--- config.mk ---
export PLATFORM = sky130hd
export DESIGN_NAME = bz_player_ctrl
export DESIGN_NICKNAME = d
export VERILOG_FILES = /design/src/rtl/bz_player_ctrl.sv
export SDC_FILE = /design/constraint.sdc
export NUM_CORES = 1
export LEC_CHECK = 0
export BUFFER_PORTS_ARGS = -buffer_cell sky130_fd_sc_hd__buf_2
export CORE_MARGIN = 4
export CORE_UTILIZATION = 40
export CTS_CLUSTER_DIAMETER = 30
export DETAILED_ROUTE_END_ITERATION = 10
export HOLD_SLACK_MARGIN = 0.1
export PLACE_DENSITY = 0.66
export SLEW_MARGIN = 20
export SYNTH_ARGS = -nofsm -noshare
export SYNTH_HDL_FRONTEND = slang
export SYNTH_SLANG_ARGS = --single-unit
--- constraint.sdc ---
create_clock -name clk -period 5.04 [get_ports clk]
set_clock_uncertainty 0.2 [all_clocks]
set_input_delay 1.008 -clock clk [delete_from_list [all_inputs] [get_ports clk]]
set_output_delay 1.008 -clock clk [all_outputs]
set_load 0.05 [all_outputs]
--- src/rtl/bz_player_ctrl.sv ---
// Buzzer music sequencer: walks 12-bit note words ({pitch[5:0], dur[5:0]}) in a
// sync-read ROM and drives the buzzer with a square wave per note.
module bz_player_ctrl #(
    parameter int ADDR_WIDTH  = 11,
    parameter int DATA_WIDTH  = 12,
    parameter int TONE_DIV    = 256,
    parameter int BEAT_CYCLES = 50000,
    parameter int LOOP        = 0
) (
    input  logic                  clk,
    input  logic                  rst,
    input  logic                  start,
    input  logic                  stop,
    input  logic                  pause,
    input  logic [ADDR_WIDTH-1:0] base_addr,
    output logic                  rom_en,
    output logic [ADDR_WIDTH-1:0] rom_addr,
    input  logic [DATA_WIDTH-1:0] rom_data,
    output logic                  buzzer,
    output logic                  busy,
    output logic                  done,
    output logic [1:0]            dbg_state
);
    localparam int HW = 6 + $clog2(TONE_DIV);
    localparam int DW = 6 + $clog2(BEAT_CYCLES);

    typedef enum logic [1:0] {
        S_IDLE   = 2'd0,
        S_FETCH  = 2'd1,
        S_DECODE = 2'd2,
        S_PLAY   = 2'd3
    } state_t;

    state_t                state_q;
    logic [ADDR_WIDTH-1:0] base_q;
    logic [ADDR_WIDTH-1:0] rom_addr_q;
    logic                  rom_en_q;
    logic                  buzzer_q;
    logic                  done_q;
    logic                  phase_q;
    logic [5:0]            pitch_q;
    logic [5:0]            dur_q;
    logic [HW-1:0]         half_cnt_q;
    logic [DW-1:0]         dur_cnt_q;

    logic [5:0]    rd_pitch;
    logic [5:0]    rd_dur;
    logic [HW-1:0] half_last;
    logic [DW-1:0] dur_last;
    logic          note_done;
    logic          song_end;

    // rom_data holds the word addressed in FETCH (rom_en=1) during the DECODE cycle.
    assign rd_pitch  = rom_data[11:6];
    assign rd_dur    = rom_data[5:0];
    assign half_last = HW'(pitch_q) * HW'(TONE_DIV) - HW'(1);
    assign dur_last  = DW'(dur_q) * DW'(BEAT_CYCLES) - DW'(1);
    assign note_done = (state_q == S_PLAY) && !pause && (dur_cnt_q == dur_last);
    // End marker or last note at the top address; stop always takes priority.
    assign song_end  = !stop &&
                       (((state_q == S_DECODE) && (rd_dur == 6'd0)) ||
                        (note_done && (rom_addr_q == {ADDR_WIDTH{1'b1}})));

    always_ff @(posedge clk) begin
        if (rst) begin
            state_q    <= S_IDLE;
            base_q     <= '0;
            rom_addr_q <= '0;
            rom_en_q   <= 1'b0;
            buzzer_q   <= 1'b0;
            done_q     <= 1'b0;
            phase_q    <= 1'b0;
            pitch_q    <= '0;
            dur_q      <= '0;
            half_cnt_q <= '0;
            dur_cnt_q  <= '0;
        end else begin
            rom_en_q <= 1'b0;
            done_q   <= 1'b0;
            case (state_q)
                S_IDLE: begin
                    if (start && !stop) begin
                        base_q     <= base_addr;
                        rom_addr_q <= base_addr;
                        rom_en_q   <= 1'b1;
                        state_q    <= S_FETCH;
                    end
                end
                S_FETCH: begin
                    state_q <= stop ? S_IDLE : S_DECODE;
                end
                S_DECODE: begin
                    pitch_q    <= rd_pitch;
                    dur_q      <= rd_dur;
                    half_cnt_q <= '0;
                    dur_cnt_q  <= '0;
                    phase_q    <= 1'b1;
                    if (stop) begin
                        state_q <= S_IDLE;
                    end else if (rd_dur != 6'd0) begin
                        buzzer_q <= (rd_pitch != 6'd0) && !pause;
                        state_q  <= S_PLAY;
                    end
                end
                S_PLAY: begin
                    if (stop) begin
                        buzzer_q <= 1'b0;
                        state_q  <= S_IDLE;
                    end else if (pause) begin
                        buzzer_q <= 1'b0;
                    end else if (note_done) begin
                        buzzer_q <= 1'b0;
                        if (rom_addr_q != {ADDR_WIDTH{1'b1}}) begin
                            rom_addr_q <= rom_addr_q + ADDR_WIDTH'(1);
                            rom_en_q   <= 1'b1;
                            state_q    <= S_FETCH;
                        end
                    end else begin
                        dur_cnt_q <= dur_cnt_q + DW'(1);
                        // Rests leave the half-period counter parked.
                        if (pitch_q == 6'd0) begin
                            buzzer_q <= 1'b0;
                        end else if (half_cnt_q == half_last) begin
                            half_cnt_q <= '0;
                            phase_q    <= ~phase_q;
                            buzzer_q   <= ~phase_q;
                        end else begin
                            half_cnt_q <= half_cnt_q + HW'(1);
                            buzzer_q   <= phase_q;
                        end
                    end
                end
                default: state_q <= S_IDLE;
            endcase
            if (song_end) begin
                buzzer_q <= 1'b0;
                if (LOOP != 0) begin
                    rom_addr_q <= base_q;
                    rom_en_q   <= 1'b1;
                    state_q    <= S_FETCH;
                end else begin
                    done_q  <= 1'b1;
                    state_q <= S_IDLE;
                end
            end
        end
    end

    assign rom_en    = rom_en_q;
    assign rom_addr  = rom_addr_q;
    assign buzzer    = buzzer_q;
    assign busy      = (state_q != S_IDLE);
    assign done      = done_q;
    assign dbg_state = state_q;
endmodule

==> results.tsv <==
metric	value	unit
Syn Inst Count	723	
root buffer cell	clkbuf_16	
Synth Net Count	803	
Worst Tran Pin Value	0.8872	ns
Synth cell types	88	
CTS tree	done	
Syn-to-layout area delta	42.09	%
DRT iter0 DRCs	376	
global-route wire length before repair	30.82	mm
Die Span Y	129.1	um
Syn Area/Cell	8.113	um2
Slowest-stage cell, CP	fa_2	
Die ar.	16670	um2
violated checks	setup timing	
Critical R2R Capture	half_cnt_q[13]	
highest clock rate	188.0	MHz
vias per std cell	6.032	
routed via count	6352	
Tmin final	5.320	ns
Tot GR Track Use	0.2259	
final hold slack	0.2986	ns
H-tree Lvls	3	
Post-synth EDFFs	0	
largest net degree at the start of global routing	41	
Syn Std Cell Area	5866	um2
Die Wd	129.1	um
HP Class	flop to flop	
post-synthesis sequential area ratio	0.2218	
status	finished, violations left	
WL final	19.21	mm
Port-buffer cells	44	
Core ar.	14100	um2
worst path buffer plus inverter count	5	
ys async rst share	0	
# nets final	948	
Final Hold Fails	0	
vias in the first global route	6323	
DP Worst Slack	-0.5803	ns
hold depth	2	
fraction of layout cells with a size suffix above 1	0.3711	
peak per-stage delay on the critical path	0.53	ns
Cell Count, Final, Fillers Out	1053	
Max Slew Vio Count	0	
antenna violations before repair	0	
critical path data required time	5.07	ns
clk slew on worst S/H paths	0.06	ns
max_slew headroom	0.4064	
hold_sp	half_cnt_q[7]	
Setup crit end kind	flop	
Setup Viol. Count Final	53	
ant diodes	0	
Endpoint, Worst Hold	half_cnt_q[7]	
Final Core Density	0.5912	
post-DR wirelength/cell	18.24	um
Worst IR Drop VDD	0.1619	mV
Final Power	1.412	mW
post-route ant nets	0	
CP Cell Sequence	ha_4, inv_2, fa_2, inv_2, fa_2, ha_4, xnor3_1, buf_4, a21oi_2, a311oi_2, nand3_1, a2111oi_4, or4b_4, a2111oi_4, buf_4, o2111ai_4, buf_6, a31oi_4, o21ai_1, o41ai_1	
clk sinks	65	
Ports	45	
fin worst setup slack	-0.2797	ns
gp weighted congestion	0.9319	
Num CTS Buffers	9	
CTS max path bufs	2	
# placed instances	1001	
P per Cell Area	169.4	nW/um2
Worst setup SP type	flop	
First-pass DRT Iterations	5	
Max Cap Viol	0	
flops & latches, synth	65	
RSZ-0062 raised after global routing	true	
Ys Warns	0	
drt drc	0	
ys flop type	dfxtp_1	
CP top delay family	adder cells	
Hold Buf Count CTS	0	
total grt overflow	0	
WS Path Type	flop to flop	
initial core utilization	0.4161	
period utilisation layout	1.055	
worst r2r path cells	20	
Rows	43	
setup slack, reg-to-reg	-0.28	ns
DP HPWL	13.52	mm
Leak	3.507	nW
Crit path arrival time	5.35	ns
Crit Path Max Fanout	8	
worst skew pair latency	0.33	ns
Worst R2R Start	dur_q[2]	
## stage by stage
| stage | TNS [ns] | area [um2] |
|---|---|---|
| global route | -16.66 | 8334 |
| detailed placement | -24.91 | 6920 |
| finish | -7.875 | 8334 |
| CTS | -4.164 | 8001 |
| global placement | -14.87 | 6920 |
| floorplan | -3.607 | 5998 |
## routing by layer
| layer | track usage | share of wire |
|---|---|---|
| met1 | 0.2769 | 0.41 |
| met2 | 0.4000 | 0.51 |
| met3 | 0.03009 | 0.056 |
| met4 | 0.08956 | 0.025 |
| met5 | 0 | 0 |
## worst max-delay path by stage
stage	from	end	slack, ns	cells past startpoint
2_1_floorplan	dur_q[1]	rom_addr[2]	-0.16	19
3_3_place_gp	dur_q[0]	rom_addr[7]	-0.46	16
3_5_place_dp	dur_q[0]	rom_addr[7]	-0.58	16
4_1_cts	dur_q[1]	half_cnt_q[13]	-0.20	20
5_1_grt	dur_q[2]	half_cnt_q[13]	-0.47	20
6_report	dur_q[2]	half_cnt_q[13]	-0.28	20
## logic make-up after synthesis
| kind of cell | count (synthesis) | share of synthesized area |
|---|---|---|
| muxes | 20 | 0.03498 |
| xor gates and xnor gates | 46 | 0.08447 |
| AOI/OAI and AO/OA | 175 | 0.2297 |
| and+or+nand+nor | 305 | 0.2683 |
| buffers and inverters | 60 | 0.04330 |
| DFF | 65 | 0.2218 |
| adders and majority gates | 52 | 0.1173 |
## where the power goes
| part | internal, mW | switching [mW] |
|---|---|---|
| Sequential | 0.524 | 0.0147 |
| Clock | 0.334 | 0.247 |
| Combinational | 0.119 | 0.173 |
## sequential cells by signal (all words and copies together) (netlist names), 2 cells and up
name and count:
dbg_state 2, dur_cnt_q 22, dur_q 6, half_cnt_q 14
pitch_q 6, rom_addr 11
## synthesized netlist by cell type, drive strengths merged (3+ instances only)
master	n	area share
a21oi	31	0.026
nand2b	5	0.0053
o2111ai	5	0.012
ha	47	0.10
nor3	32	0.028
nor4	9	0.0096
o21ai	35	0.030
o32ai	4	0.0073
xnor2	29	0.043
a21o	16	0.020
fa	5	0.017
o211ai	6	0.0077
a311oi	3	0.0045
o31ai	3	0.0062
xnor3	4	0.015
xor2	11	0.018
or4	5	0.0064
nand2	63	0.041
nand4	11	0.012
nor2b	7	0.0075
clkbuf	21	0.013
or4b	3	0.0058
a221oi	5	0.013
a31oi	9	0.0096
inv	28	0.018
mux2i	19	0.033
and3	33	0.035
nand3	33	0.030
or2	5	0.0053
a31o	7	0.010
or3	10	0.011
dfxtp	65	0.22
o21a	4	0.0051
buf	11	0.012
a2111oi	6	0.016
nor2	69	0.045
and4	5	0.0075
a211oi	10	0.015
a21boi	3	0.0058
o22ai	4	0.0043
and2	8	0.0085
## layout by cell type, fill, tap and decap left out, drive strengths merged, types with 4 or more instances in the layout
master	instances
a2111oi	6
a211oi	10
a21o	16
a21oi	31
a221oi	5
a31o	7
a31oi	9
and2	8
and3	33
and4	5
buf	164
clkbuf	10
dfxtp	65
fa	5
ha	47
inv	29
mux2i	19
nand2	64
nand2b	5
nand3	33
nand4	11
nor2	70
nor2b	7
nor3	32
nor4	9
o2111ai	5
o211ai	6
o21a	4
o21ai	35
o22ai	4
o32ai	4
or2	5
or3	10
or4	5
xnor2	29
xnor3	4
xor2	11
## final cells by class
cell class	count	area, um2
fillers	1151	5762
multi-input cells	600	5130
flip-flops and latches	65	1313
repair buffers	164	1289
clock buffers	10	229.0
well taps	180	225.2
inverters	28	105.1
clock inverters	6	43.79
## worst register-to-register path, stage by stage, from the launching register on
cell	delay [ns]
dfxtp_4	0.36
ha_4	0.27
inv_2	0.03
fa_2	0.52
inv_2	0.04
fa_2	0.53
ha_4	0.23
xnor3_1	0.33
buf_4	0.13
a21oi_2	0.03
a311oi_2	0.27
nand3_1	0.17
a2111oi_4	0.35
or4b_4	0.51
a2111oi_4	0.24
buf_4	0.18
o2111ai_4	0.21
buf_6	0.21
a31oi_4	0.24
o21ai_1	0.10
o41ai_1	0.06
## repair_timing
item,in CTS,in global routing
endpoints found under the setup margin,53,53
setup buffers,25,11
pin swaps,65,30
hold endpoints to repair,0,0
cloned,2,0
gates resized for setup,122,49
Power figures use the tool's default switching activity.
